===== src/rtl/pipe_hazard_ctrl.sv =====
// Stall/flush sequencer for the five-stage pipeline: load-use, taken branch,
// iterative divide and data-bus wait states, plus a free-running stall counter.
module pipe_hazard_ctrl #(
    parameter int unsigned DIV_CYCLES = 33
) (
    input  logic        clk,
    input  logic        rst_n,
    input  logic [4:0]  id_rs1_raddr_i,
    input  logic [4:0]  id_rs2_raddr_i,
    input  logic        id_rs1_used_i,
    input  logic        id_rs2_used_i,
    input  logic [4:0]  ex_reg_waddr_i,
    input  logic        ex_is_load_i,
    input  logic        ex_branch_taken_i,
    input  logic        ex_div_start_i,
    input  logic        mem_req_i,
    input  logic        mem_ack_i,
    output logic        pc_stall_o,
    output logic        if_id_stall_o,
    output logic        id_ex_stall_o,
    output logic        ex_mem_stall_o,
    output logic        if_id_flush_o,
    output logic        id_ex_flush_o,
    output logic        ex_mem_flush_o,
    output logic        mem_wb_flush_o,
    output logic        busy_o,
    output logic [1:0]  state_o,
    output logic [31:0] stall_cnt_o
);

    typedef enum logic [1:0] {
        RUN      = 2'd0,
        DIV_WAIT = 2'd1,
        MEM_WAIT = 2'd2
    } state_e;

    // The entry cycle in RUN is the first EX cycle, so DIV_WAIT counts the rest.
    localparam logic [5:0] DIV_LOAD = 6'(DIV_CYCLES - 2);

    state_e      state_q, state_d;
    logic [5:0]  div_cnt_q, div_cnt_d;
    logic [31:0] stall_cnt_q, stall_cnt_d;
    logic        load_use;

    assign load_use = ex_is_load_i && (ex_reg_waddr_i != 5'd0) &&
                      ((id_rs1_used_i && (id_rs1_raddr_i == ex_reg_waddr_i)) ||
                       (id_rs2_used_i && (id_rs2_raddr_i == ex_reg_waddr_i)));

    // NOTE: every signal written here gets a default first, so no path can
    // leave one unassigned and infer a latch.
    always_comb begin
        state_d        = state_q;
        div_cnt_d      = div_cnt_q;
        pc_stall_o     = 1'b0;
        if_id_stall_o  = 1'b0;
        id_ex_stall_o  = 1'b0;
        ex_mem_stall_o = 1'b0;
        if_id_flush_o  = 1'b0;
        id_ex_flush_o  = 1'b0;
        ex_mem_flush_o = 1'b0;
        mem_wb_flush_o = 1'b0;

        unique case (state_q)
            RUN: begin
                if (mem_req_i && !mem_ack_i) begin
                    pc_stall_o     = 1'b1;
                    if_id_stall_o  = 1'b1;
                    id_ex_stall_o  = 1'b1;
                    ex_mem_stall_o = 1'b1;
                    mem_wb_flush_o = 1'b1;
                    state_d        = MEM_WAIT;
                end else if (ex_div_start_i) begin
                    pc_stall_o     = 1'b1;
                    if_id_stall_o  = 1'b1;
                    id_ex_stall_o  = 1'b1;
                    ex_mem_flush_o = 1'b1;
                    div_cnt_d      = DIV_LOAD;
                    state_d        = DIV_WAIT;
                end else if (ex_branch_taken_i) begin
                    if_id_flush_o = 1'b1;
                    id_ex_flush_o = 1'b1;
                end else if (load_use) begin
                    pc_stall_o    = 1'b1;
                    if_id_stall_o = 1'b1;
                    id_ex_flush_o = 1'b1;
                end
            end
            DIV_WAIT: begin
                // MEM holds a bubble while dividing, so bus and ID inputs are moot.
                if (div_cnt_q != 6'd0) begin
                    pc_stall_o     = 1'b1;
                    if_id_stall_o  = 1'b1;
                    id_ex_stall_o  = 1'b1;
                    ex_mem_flush_o = 1'b1;
                    div_cnt_d      = div_cnt_q - 6'd1;
                end else begin
                    state_d = RUN;
                end
            end
            MEM_WAIT: begin
                if (!mem_ack_i) begin
                    pc_stall_o     = 1'b1;
                    if_id_stall_o  = 1'b1;
                    id_ex_stall_o  = 1'b1;
                    ex_mem_stall_o = 1'b1;
                    mem_wb_flush_o = 1'b1;
                end else begin
                    state_d = RUN;
                end
            end
            default: state_d = RUN;
        endcase
    end

    assign stall_cnt_d = stall_cnt_q + 32'(pc_stall_o);

    // NOTE: state registers use non-blocking assignments so every flop samples
    // the pre-edge values regardless of block ordering.
    always_ff @(posedge clk or negedge rst_n) begin
        if (!rst_n) begin
            state_q     <= RUN;
            div_cnt_q   <= 6'd0;
            stall_cnt_q <= 32'd0;
        end else begin
            state_q     <= state_d;
            div_cnt_q   <= div_cnt_d;
            stall_cnt_q <= stall_cnt_d;
        end
    end

    assign busy_o      = (state_q != RUN);
    assign state_o     = state_q;
    assign stall_cnt_o = stall_cnt_q;

endmodule


===== config.mk =====
export PLATFORM = sky130hd
export DESIGN_NAME = pipe_hazard_ctrl
export DESIGN_NICKNAME = d
export VERILOG_FILES = /design/src/rtl/pipe_hazard_ctrl.sv
export SDC_FILE = /design/constraint.sdc
export NUM_CORES = 1
export LEC_CHECK = 0
export ABC_AREA = 1
export CELL_PAD_IN_SITES_DETAIL_PLACEMENT = 0
export CELL_PAD_IN_SITES_GLOBAL_PLACEMENT = 2
export CORE_ASPECT_RATIO = 1.1
export CORE_MARGIN = 2
export CORE_UTILIZATION = 26
export DETAILED_ROUTE_END_ITERATION = 8
export GPL_TIMING_DRIVEN = 1
export PLACE_DENSITY = 0.85
export SKIP_CTS_REPAIR_TIMING = 1
export SLEW_MARGIN = 20
export SYNTH_ARGS = -nofsm -noshare
export SYNTH_HDL_FRONTEND = slang
export SYNTH_SLANG_ARGS = --single-unit

===== constraint.sdc =====
create_clock -name clk -period 2.55 [get_ports clk]
set_input_delay 0.765 -clock clk [delete_from_list [all_inputs] [get_ports clk]]
set_output_delay 0.765 -clock clk [all_outputs]
set_load 0.05 [all_outputs]

==> insert_results.sql <==
INSERT INTO impl_metrics (metric_group, metric, value, unit) VALUES
('setup_path', 'worst_case_register_to_register_setup_slack', '0.29', 'ns'),
('cts', 'cts_sinks', '40', ''),
('synthesis', 'postSynthNetCount', '379', ''),
('sta', 'final_max_slew_violation_count', '0', ''),
('setup_path', 'worstPathBufferInverterCount', '4', ''),
('setup_path', 'timing.rr.start', 'state_o[1]$_DFFE_PN0P_', ''),
('detailed_routing', 'postRouteAntennaNets', '0', ''),
('sta', 'timing.final.crit_share', '98.20', '%'),
('synthesis', 'synth.area.top_cells', 'sky130_fd_sc_hd__dfrtp_1, sky130_fd_sc_hd__nand2_1, sky130_fd_sc_hd__inv_1', ''),
('finish', 'multi_input_comb_area', '0.001431', 'mm^2'),
('detailed_routing', 'num_vias', '2471', ''),
('power', 'power.leakage', '1.834', 'nW'),
('finish', 'finish.net_count', '470', ''),
('finish', 'drive_gt1_share', '22.57', '%'),
('run_status', 'run_status', 'finished, final reports clean', ''),
('detailed_routing', 'drt_wl_total', '7153', 'um'),
('synthesis', 'post-synth-top-area-fraction', '39.74', '%'),
('finish', 'regArea', '0.001002', 'mm^2'),
('place', 'dpl_cell_area', '0.003567', 'mm^2'),
('detailed_routing', 'drcViolationCount', '0', ''),
('sta', 'final.hold.worst_slack', '0.3782', 'ns'),
('sta', 'relSlewSlack', '64.78', '%'),
('cts', 'clkSlewWorstSetupHoldPaths', '0.08', 'ns'),
('setup_path', 'reg2reg_to', 'stall_cnt_o[16]$_DFF_PN0_', ''),
('floorplan', 'boundaryPins', '67', ''),
('global_route', 'pin_count_of_the_biggest_net_entering_global_routing', '26', ''),
('global_route', 'grt_remaining_overflow', '0', ''),
('synthesis', 'synthesis.area_per_instance', '7.155', 'um^2'),
('sta', 'min_period', '2.504', 'ns'),
('power', 'clock_power_share', '13.3', '%'),
('power', 'share_comb_of_total_power', '57.4', '%'),
('cts', 'tritoncts_buffer_count', '5', ''),
('detailed_routing', 'wire_per_inst', '12.77', 'um'),
('place', 'post-place-ws', '-0.5537', 'ns'),
('finish', 'final_area', '0.003736', 'mm^2'),
('setup_path', 'reg2reg_depth', '13', ''),
('detailed_routing', 'routed_via_density', '4.413', ''),
('setup_path', 'timing.critical_path.from', 'id_rs1_raddr_i[3]', ''),
('finish', 'final_core_util', '39.76', '%'),
('setup_path', 'endpoint_class_of_the_critical_path', 'primary output', ''),
('detailed_routing', 'drt_pre_antenna_iters', '4', ''),
('synthesis', 'yosys_register_bits', '40', ''),
('setup_path', 'critical_path_depth', '11', ''),
('sta', 'worst_slack', '0.04596', 'ns'),
('synthesis', 'synth_top_flop_cell', 'sky130_fd_sc_hd__dfrtp_1', ''),
('synthesis', 'synthMostInstantiatedCell', 'sky130_fd_sc_hd__nand2_1', ''),
('cts', 'cts-root-buf', 'sky130_fd_sc_hd__clkbuf_8', ''),
('global_route', 'wire_length_of_the_first_global_routing_pass', '11950', 'um'),
('power', 'power.share.sequential', '29.2', '%'),
('synthesis', 'yosys_warnings', '0', ''),
('synthesis', 'yosysSeqAreaShare', '39.74', '%'),
('setup_path', 'ordered_cell_list_for_the_critical_path', 'dlymetal6s2s_1 > inv_1 > nand2_1 > nand2_1 > nor2_1 > nand3_1 > nand2_2 > nand3_4 > nand2_8 > buf_6 > buf_12', ''),
('flow_run', 'max-cap-violations', '0', ''),
('power', 'power_per_cell_area', '811.1', 'mW/mm^2'),
('place', 'gpl.final_weighted_congestion', '0.9078', ''),
('place', 'dp.final_hpwl', '5808', 'um'),
('hold_path', 'worstHoldPathType', 'primary input to asynchronous set/reset pin', ''),
('sta', 'final-hold-violation-count', '0', ''),
('floorplan', 'die-width', '97.85', 'um'),
('setup_path', 'startpoint_type', 'primary input', ''),
('floorplan', 'core_area', '0.009398', 'mm^2'),
('floorplan', 'initial_utilization', '26.80', '%'),
('synthesis', 'netlist_area', '0.002519', 'mm^2'),
('finish', 'flow.area_growth_from_synthesis', '48.34', '%'),
('finish', 'stdcell_count', '560', ''),
('power', 'design_power_total', '3.030', 'mW'),
('finish', 'fillCellCount', '994', ''),
('synthesis', 'async_reset_ff_share', '100.0', '%'),
('setup_path', 'timing.critical_path.required', '1.79', 'ns'),
('synthesis', 'number_of_different_library_cells_in_the_post_synthesis_netlist', '27', ''),
('global_route', 'globalRouteTotalUtil', '14.12', '%');
==> layer usage <==
metal	vias up	share of wire [%]	global-route usage, %
li1	1267	-	-
met1	1116	45	17.28
met2	76	46	24.41
met3	12	6.2	3.781
met4	0	2.2	3.968
met5	-	0	0
==> power groups by stage <==
stage | Combinational (mW) | Sequential (mW) | Clock (mW)
final | 1.74 | 0.886 | 0.404
after floorplan | 0.756 | 1.09 | 0
after global routing | 1.88 | 0.910 | 0.444
after detailed placement | 1.64 | 0.888 | 0
after CTS | 1.65 | 0.880 | 0.426
after global placement | 1.63 | 0.889 | 0
==> kinds of logic (layout without fill, tap and decap cells) <==
kind of cell	after synthesis	in the layout	share of synthesized area, %
AND/OR/NAND/NOR	229	229	42.13
buffers and inverters	50	141	7.799
flip-flops	40	40	39.74
XOR/XNOR	17	17	5.911
AO/OA/AOI/OAI	13	13	2.931
adder cells (fa/ha/maj)	3	3	1.490
==> cell usage in the layout (no fill, tap or decap), types with 11 or more instances in the layout <==
| master | instances |
|---|---|
| sky130_fd_sc_hd__buf_4 | 21 |
| sky130_fd_sc_hd__dfrtp_1 | 39 |
| sky130_fd_sc_hd__xor2_1 | 13 |
| sky130_fd_sc_hd__inv_2 | 11 |
| sky130_fd_sc_hd__inv_1 | 34 |
| sky130_fd_sc_hd__nand2_1 | 119 |
| sky130_fd_sc_hd__nand3_1 | 14 |
| sky130_fd_sc_hd__dlymetal6s2s_1 | 15 |
| sky130_fd_sc_hd__clkdlybuf4s50_1 | 34 |
| sky130_fd_sc_hd__nor2_1 | 39 |
==> how the worst min path moves through the flow <==
stage	startpoint	end	slack, ns	cells past startpoint
after global placement	stall_cnt_o[31]$_DFF_PN0_	stall_cnt_o[31]$_DFF_PN0_	0.47	2
after floorplan	rst_n	div_cnt_q[0]$_DFFE_PN0P_	0.47	0
after global routing	rst_n	div_cnt_q[2]$_DFFE_PN0P_	0.41	1
after detailed placement	stall_cnt_o[31]$_DFF_PN0_	stall_cnt_o[31]$_DFF_PN0_	0.49	2
after CTS	rst_n	div_cnt_q[4]$_DFFE_PN0P_	0.38	1
final	rst_n	div_cnt_q[4]$_DFFE_PN0P_	0.38	1
==> state kept, by name (all words and copies together), names as in the netlist <==
name         cells
state_o          2
stall_cnt_o     32
div_cnt_q        6
==> final cells by class <==
| cell class | instances | share of cell area (%) |
|---|---|---|
| clock inverters | 1 | 0.1340 |
| clock buffers | 6 | 1.942 |
| multi-input cells | 262 | 38.31 |
| inverters | 48 | 4.990 |
| repair buffers | 86 | 23.88 |
| flip-flops and latches | 40 | 26.83 |
| well taps | 117 | 3.918 |
No activity file was read; power rests on OpenSTA's default activity.
